<file path="src/rtl/ex_alu_datapath.sv">
// ex_alu_datapath: execute-stage forwarding muxes, ALU control decode, ALU and EX/MEM result register.
// Optional: define ALU_OVERFLOW_EN to add the registered signed-overflow flag ovf_q.
module ex_alu_datapath #(
    parameter int WIDTH = 32
) (
    input  logic             clock,
    input  logic             reset,
    input  logic [1:0]       aluop,
    input  logic             andi,
    input  logic             ori,
    input  logic             addi,
    input  logic [5:0]       funct,
    input  logic [1:0]       fwd_a,
    input  logic [1:0]       fwd_b,
    input  logic [WIDTH-1:0] ex_a,
    input  logic [WIDTH-1:0] ex_b,
    input  logic [WIDTH-1:0] wb_data,
    input  logic [WIDTH-1:0] mem_data,
    output logic [3:0]       alu_ctl,
    output logic [WIDTH-1:0] alu_result,
    output logic [WIDTH-1:0] result_q,
    output logic             zero_q
`ifdef ALU_OVERFLOW_EN
    ,
    output logic             ovf_q
`endif
);
    localparam logic [3:0] OP_AND = 4'b0000;
    localparam logic [3:0] OP_OR  = 4'b0001;
    localparam logic [3:0] OP_ADD = 4'b0010;
    localparam logic [3:0] OP_SUB = 4'b0110;
    localparam logic [3:0] OP_SLT = 4'b0111;
    localparam logic [3:0] OP_NOR = 4'b1100;
    localparam logic [3:0] OP_NOP = 4'b1111;
    logic [WIDTH-1:0] a, b;
    logic [3:0] funct_ctl, imm_ctl;
    logic slt;
    assign a = fwd_a == 2'b00 ? ex_a : fwd_a == 2'b01 ? wb_data : fwd_a == 2'b10 ? mem_data : '0;
    assign b = fwd_b == 2'b00 ? ex_b : fwd_b == 2'b01 ? wb_data : fwd_b == 2'b10 ? mem_data : '0;
    assign slt = $signed(a) < $signed(b);
    // Decode funct for R-type and the immediate flags (andi > ori > addi) for I-type.
    always_comb begin
        funct_ctl = funct == 6'b100000 ? OP_ADD :
                    funct == 6'b100010 ? OP_SUB :
                    funct == 6'b100100 ? OP_AND :
                    funct == 6'b100101 ? OP_OR  :
                    funct == 6'b100111 ? OP_NOR :
                    funct == 6'b101010 ? OP_SLT : OP_NOP;
        imm_ctl = andi ? OP_AND : ori ? OP_OR : OP_ADD;
        alu_ctl = aluop == 2'b00 ? OP_ADD : aluop == 2'b01 ? OP_SUB : aluop == 2'b10 ? funct_ctl : imm_ctl;
    end
    // ALU proper; unlisted codes (including NOP) yield 0.
    always_comb begin
        alu_result = '0;
        case (alu_ctl)
            OP_AND:  alu_result = a & b;
            OP_OR:   alu_result = a | b;
            OP_ADD:  alu_result = a + b;
            OP_SUB:  alu_result = a - b;
            OP_SLT:  alu_result = {{(WIDTH-1){1'b0}}, slt};
            OP_NOR:  alu_result = ~(a | b);
            default: alu_result = '0;
        endcase
    end
    // EX/MEM result register with zero flag, updated every cycle.
    always_ff @(posedge clock) begin
        if (reset) begin
            result_q <= '0;
            zero_q   <= 1'b1;
        end else begin
            result_q <= alu_result;
            zero_q   <= alu_result == '0;
        end
    end
`ifdef ALU_OVERFLOW_EN
    logic ovf;
    assign ovf = (alu_ctl == OP_ADD && a[WIDTH-1] == b[WIDTH-1] && alu_result[WIDTH-1] != a[WIDTH-1]) ||
                 (alu_ctl == OP_SUB && a[WIDTH-1] != b[WIDTH-1] && alu_result[WIDTH-1] != a[WIDTH-1]);
    // Register signed overflow of ADD/SUB alongside the result.
    always_ff @(posedge clock) begin
        if (reset) ovf_q <= 1'b0;
        else ovf_q <= ovf;
    end
`endif
endmodule

</file>
<file path="config.mk">
export PLATFORM = sky130hd
export DESIGN_NAME = ex_alu_datapath
export DESIGN_NICKNAME = d
export VERILOG_FILES = /design/src/rtl/ex_alu_datapath.sv
export SDC_FILE = /design/constraint.sdc
export NUM_CORES = 1
export LEC_CHECK = 0
export CAP_MARGIN = 10
export CORE_ASPECT_RATIO = 1.1
export CORE_MARGIN = 1
export CORE_UTILIZATION = 25
export CTS_CLUSTER_SIZE = 10
export DETAILED_ROUTE_END_ITERATION = 6
export GPL_TIMING_DRIVEN = 0
export PLACE_DENSITY_LB_ADDON = 0.08
export SETUP_SLACK_MARGIN = 0.3
export SYNTH_ARGS = -nofsm -noshare
export SYNTH_HDL_FRONTEND = slang
export SYNTH_SLANG_ARGS = --single-unit
</file>
<file path="constraint.sdc">
create_clock -name clock -period 15.22 [get_ports clock]
set_clock_uncertainty 0.1 [all_clocks]
set_input_delay 3.805 -clock clock [delete_from_list [all_inputs] [get_ports clock]]
set_output_delay 3.805 -clock clock [all_outputs]
set_load 0.02 [all_outputs]
</file>
==> results.md, run 1 <==
- Outcome: complete, no violations
- Clock slew at reported path FFs: approximately 60 ps
- Final Hold Fails: 0
- Syn avg cell area: approximately 7 um^2
- Setup crit start kind: primary input
- Vias per cell: ~5.5
- CTS tree: done
- Row count: slightly below 70
- Most frequent cells in the layout: clkdlybuf4s50_1 (206), nor2_1 (138), inv_1 (115)
- Main area contributors after synthesis: ha_1 (14%), mux2i_1 (8.5%), dfxtp_1 (8.2%), nor2_1 (6.4%), a21oi_1 (5.4%)
- Cell taking the most area after synthesis: ha_1
- CTS Buffer Depth: 2
- Initial antenna violation count: 0
- Initial Util: ~26%
- Setup TNS: 0 ps
- Final Total Pwr: a little over 0.8 mW
- Ports: 214
- Mapped Area: 0.00808 mm^2
- Design Area, Final: between 0.01 and 0.015 mm^2
- Filler Cell Count: roughly 3500
- Seq cells post-synth: 33
- Hold Crit Depth: 2
- Final worst setup slack: about 920 ps
- Hold EP: result_q[8]
- Drt drc: 0
- Vias: approximately 9800
- Normalized max-slew margin: between 30% and 40%
- Max-slew violation count: 0
- Core footprint: 0.0316 mm^2
- Vias in the first global route: a little under 10000
- Chip Height: about 190 um
- VDD IR max: 0.0395 mV
- DR pass1 iterations: 5
- Area post-placement: about 0.011 mm^2
- Area fraction of the dominant cell type after synthesis: around 14%
- Worst Setup End Kind: primary output
- Tot GR Track Use: a little under a quarter
- Post-synth EDFFs: 0
- Die Width: about 170 um
- Sequential standard cell area: approximately 660 um^2
- Top_reg_cell synth: dfxtp_1
- CP startpoint: fwd_a[1]
- Commonest non-fill, non-tap cell in the layout: clkdlybuf4s50_1
- Die Footprint: roughly 0.033 mm^2
- Number of diodes: 0
- Fmax: between 60 and 70 MHz
- Kind of critical path: in -> out
- Async set-reset flop share out of synthesis: 0%
- Actual slew at the worst max-slew pin: 1030 ps
- Seq/Total Area, Yosys: under 10%
- Tmin final: roughly 14000 ps
- Period utilization: between 90% and 100%
- Distinct cells, synth: 86
- Cells after Synth: roughly 1200
- Worst hold start: reset
- First-pass GRT wire length: approximately 60000 um
- Fraction of layout cells with a size suffix above 1: under 10%
- Maxcap violations: 0
- ANT nets after route: 0
- Grt ovf: 0
- CP Max Fanout: 10
- # clock sinks: 33
- Port bufs: just over 200
- CTS Buf Count: 5
- Req. time, crit path: between 10000 and 15000 ps
- Synthesized net count: 1394
- Pin count of the biggest net entering global routing: 12
- Synth warn: 0
- Root Buffer Master: clkbuf_16
- GP Congestion: approximately 0.92
- Leakage: ~4.7 nW
- Hold crit path type: in -> reg
- Fin nets: around 1600
- Pwr dens: between 70 and 80 mW/mm^2
- RSZ-0062 raised after global routing: false
- Dpl ws: 767 ps
- Post-Route WL: about 40000 um
- Final setup fails: 0
- Area grow syn2layout: 34.0%
- WL per Instance: 22.2 um
- CP Data Arrival Time: 10400 ps
- H-tree Lvls: 2
- Starting DRT DRC Count: 796
- # hold bufs at CTS: 0
- Post-DP HPWL: about 33000 um
- Area taken by multi-input logic gates: between 0.006 and 0.007 mm^2
-- where the power goes --
| part | switching (mW) | total, mW | internal [mW] | leakage, nW |
|---|---|---|---|---|
| sequential | 0.00333 | 0.103 | 0.0999 | 0.274 |
| combinational | 0.354 | 0.595 | 0.241 | 4.38 |
| clock | 0.0487 | 0.109 | 0.0602 | 0.0696 |
-- synthesized netlist by cell type, types with 6 or more instances --
| cell type | number |
|---|---|
| a22o_1 | 6 |
| nor4_1 | 8 |
| or2_2 | 7 |
| buf_2 | 12 |
| o211ai_1 | 13 |
| a221o_1 | 9 |
| nand3_1 | 18 |
| or3_1 | 6 |
| o21a_1 | 8 |
| inv_1 | 115 |
| mux2i_1 | 69 |
| o22ai_1 | 16 |
| o41ai_1 | 8 |
| o21bai_1 | 8 |
| a31oi_1 | 12 |
| and2_1 | 11 |
| o21ai_0 | 51 |
| a21o_1 | 42 |
| nor2_1 | 138 |
| clkbuf_1 | 36 |
| a31o_2 | 9 |
| a21oi_1 | 87 |
| o31ai_1 | 8 |
| ha_1 | 88 |
| a2111oi_0 | 8 |
| nor3_1 | 29 |
| nand4_1 | 9 |
| a311oi_1 | 6 |
| nor2b_1 | 31 |
| nand2_1 | 45 |
| a211o_1 | 8 |
| xnor2_1 | 6 |
| a22oi_1 | 20 |
| o22a_1 | 7 |
| dfxtp_1 | 33 |
| and3_1 | 8 |
| o221ai_1 | 10 |
| a32oi_1 | 8 |
| a211oi_1 | 20 |
| a221oi_1 | 10 |
| nand2b_1 | 13 |
| buf_1 | 15 |
-- kinds of logic after synthesis --
group,after synthesis,share of synthesized area [%]
AO/OA/AOI/OAI,430,38.5
AND/OR/NAND/NOR,339,20.2
buffers and inverters,188,9.26
adder cells (fa/ha/maj),90,14.1
multiplexers,71,8.92
flip-flops,33,8.18
XOR/XNOR,8,0.867
-- per-layer routing --
metal | vias up | share of wire (%) | track usage (%)
met1 | 4664 | 44 | 30.4
met4 | 0 | 4.2 | 10.7
met3 | 68 | 5.3 | 2.73
met5 | - | 0 | 0
li1 | 4723 | - | -
met2 | 368 | 46 | 40.2
-- critical path, cell delays in order --
cell	delay, ps
buf_6	110
clkbuf_1	710
buf_1	670
mux2i_1	270
nor2_1	50
a21oi_1	360
inv_1	200
ha_1	350
nor3_1	270
o31ai_1	180
a2111oi_0	780
o2111ai_1	410
a21boi_1	450
nor2_1	130
o211ai_1	240
o21ai_0	130
a22oi_1	210
nor2_1	60
a211oi_1	360
inv_1	70
clkdlybuf4s50_1	550
-- cell type report --
cell class              count  share of cell area, %
plain buffers              67                   2.67
clock buffers               5                   1.16
clock inverters             3                  0.162
inverters                 121                   4.24
multi-input cells         938                   61.6
flip-flops and latches     33                   6.10
well taps                 420                   4.85
repair buffers            209                   19.2
-- per-stage QoR --
stage | utilization [%] | std cells | hold WS, ps
2_1_floorplan | - | 1159 | 3780
6_report | 34.3 | 1796 | 4290
3_3_place_gp | 33.8 | 1785 | 4500
5_1_grt | 34.3 | 1796 | 4290
4_1_cts | 34.3 | 1794 | 4280
3_5_place_dp | 33.8 | 1786 | 4500
-- how the worst max path moves through the flow --
stage | end | depth (start not counted)
after floorplan | alu_result[31] | 21
after global placement | alu_result[31] | 22
after detailed placement | alu_result[31] | 22
after CTS | alu_result[31] | 22
after global routing | alu_result[29] | 21
final | alu_result[29] | 21
-- flip-flops by register name, indices dropped and copies added (netlist names) --
name      cells
result_q     32
zero_q        1
-- repair_timing --
item,CTS,global route
resized for setup,0,1
buffers inserted,0,0
setup endpoints to repair,0,2
No activity file was read; power rests on OpenSTA's default activity.
==> run 2, diff against run 1 <==
--- a/config.mk
+++ b/config.mk
@@ -7,11 +7,9 @@
 export LEC_CHECK = 0
 export CAP_MARGIN = 10
 export CORE_ASPECT_RATIO = 1.1
-export CORE_MARGIN = 1
 export CORE_UTILIZATION = 25
 export CTS_CLUSTER_SIZE = 10
 export DETAILED_ROUTE_END_ITERATION = 6
-export GPL_TIMING_DRIVEN = 0
 export PLACE_DENSITY_LB_ADDON = 0.08
 export SETUP_SLACK_MARGIN = 0.3
 export SYNTH_ARGS = -nofsm -noshare
==> constraint.sdc (replaced) <==
create_clock -name clock -period 16.1 [get_ports clock]
set_clock_uncertainty 0.1 [all_clocks]
set_input_delay 4.025 -clock clock [delete_from_list [all_inputs] [get_ports clock]]
set_output_delay 4.025 -clock clock [all_outputs]
set_load 0.02 [all_outputs]
==> results.md, run 2 (synthesized netlist as in run 1, its figures left out) <==
- Outcome: complete, no violations
- Area taken by multi-input logic gates: 0.00670 mm^2
- Post-DP HPWL: roughly 29000 um
- Hold crit path type: in -> reg
- RSZ-0062 raised after global routing: false
- Initial antenna violation count: 0
- Grt ovf: 0
- Area grow syn2layout: 32.8%
- Tot GR Track Use: 22.3%
- H-tree Lvls: 2
- Max-slew violation count: 0
- First-pass GRT wire length: 56800 um
- Vias: approximately 9500
- Ports: 214
- DR pass1 iterations: 5
- Core footprint: approximately 0.032 mm^2
- Vias in the first global route: between 9000 and 10000
- WL per Instance: approximately 21 um
- Slowest CP cell: a2111oi_0
- Period utilization: slightly below 90%
- Port bufs: 212
- ANT nets after route: 0
- Pwr dens: just over 70 mW/mm^2
- Setup crit start kind: primary input
- Worst Setup End Kind: primary output
- Row count: 68
- Most frequent cells in the layout: clkdlybuf4s50_1 (210), nor2_1 (138), inv_1 (115)
- CTS Buffer Depth: 2
- Number of diodes: 0
- Normalized max-slew margin: between 10% and 20%
- Final core utilization: roughly a third
- Fmax: 70.5 MHz
- Final Hold Fails: 0
- Post-Route WL: around 37000 um
- Root Buffer Master: clkbuf_16
- Fraction of layout cells with a size suffix above 1: under 10%
- Drt drc: 0
- Filler Cell Count: 3422
- Regs by FF count: result_q: 32 flops, zero_q: 1 flops
- Actual slew at the worst max-slew pin: 1240 ps
- Setup TNS: 0 ps
- Placed cell count: approximately 1700
- Setup bufs post-CTS: 0
- Kind of critical path: in -> out
- CTS Buf Count: 5
- Tmin final: 14180 ps
- Commonest non-fill, non-tap cell in the layout: clkdlybuf4s50_1
- # hold bufs at CTS: 0
- Max reg flops: 32
- Fin nets: approximately 1600
- Maxcap violations: 0
- Top reg by flops: result_q
- Leakage: between 4 and 5 nW
- Cell Count, Final, Fillers Out: 1750
- Die Footprint: between 0.03 and 0.04 mm^2
- Final Total Pwr: 0.756 mW
- Final setup fails: 0
- Die Width: around 170 um
- Sequential standard cell area: roughly 660 um^2
- Req. time, crit path: about 12000 ps
- # clock sinks: 33
- GP Congestion: 0.877
- Vias per cell: between 5 and 6
- Chip Height: approximately 190 um
- Pin count of the biggest net entering global routing: 37
- CTS tree: done
- Slowest stage delay, CP: between 800 and 900 ps
- VDD IR max: between 0.03 and 0.04 mV
- Starting DRT DRC Count: around 740
- Initial Util: 25.6%
- CP Data Arrival Time: between 10000 and 15000 ps
- Crit path top cell by count: inv_1
- Critical Path, Cell by Cell: buf_2, buf_4, mux2i_1, nor2_1, a21oi_1, inv_1, ha_1, nor3_1, o31ai_1, a2111oi_0, o2111ai_1, a21boi_1, o21a_1, nor2b_1, o21ai_0, xnor2_1, a211oi_1, inv_1, clkdlybuf4s50_1
- Post-cts sizing count: 0
- Clock slew at reported path FFs: ~80 ps
- CP Max Fanout: 20
[run 2: power breakdown]
part | switching, mW | internal [mW] | leakage, nW
Clock | 0.0488 | 0.0572 | 0.0706
Combinational | 0.324 | 0.228 | 4.36
Sequential | 0.00286 | 0.0944 | 0.274
Total | 0.376 | 0.380 | 4.71
[run 2: layer usage]
metal | share of wire, % | up-vias | track usage [%]
li1 | - | 4612 | -
met1 | 45 | 4531 | 28.3
met2 | 47 | 331 | 38.4
met3 | 4.5 | 60 | 2.31
met4 | 3.9 | 0 | 9.43
met5 | 0 | - | 0
[run 2: path summary, 6_finish.rpt]
| path | startpoint | endpoint | cells after the start |
|---|---|---|---|
| setup / recovery | fwd_a[1] | alu_result[31] | 19 |
| hold / removal | reset | result_q[24] | 3 |
[run 2: critical path, delay by kind of cell]
family	cells	cell delay (ps)
compound gates	8	3150
fa+ha+maj	1	340
simple gates	3	440
buf+inv	5	1760
xor+xnor	1	90
mux	1	210
[run 2: area by class of cell]
type | instances | share of cell area, %
inverter | 121 | 4.28
sequential | 33 | 6.15
clock inverter | 2 | 0.0933
timing repair buffer | 230 | 20.9
clock buffer | 6 | 1.20
tap | 420 | 4.90
multi-input combinational | 938 | 62.4
[run 2: through the flow]
stage | instance area [um^2] | hold slack (ps) | setup slack, ps
2_1_floorplan | 8080 | 4000 | 3610
6_report | 10700 | 4460 | 1920
3_3_place_gp | 10600 | 4720 | 2030
5_1_grt | 10700 | 4500 | 1540
4_1_cts | 10700 | 4460 | 1950
3_5_place_dp | 10600 | 4720 | 1970
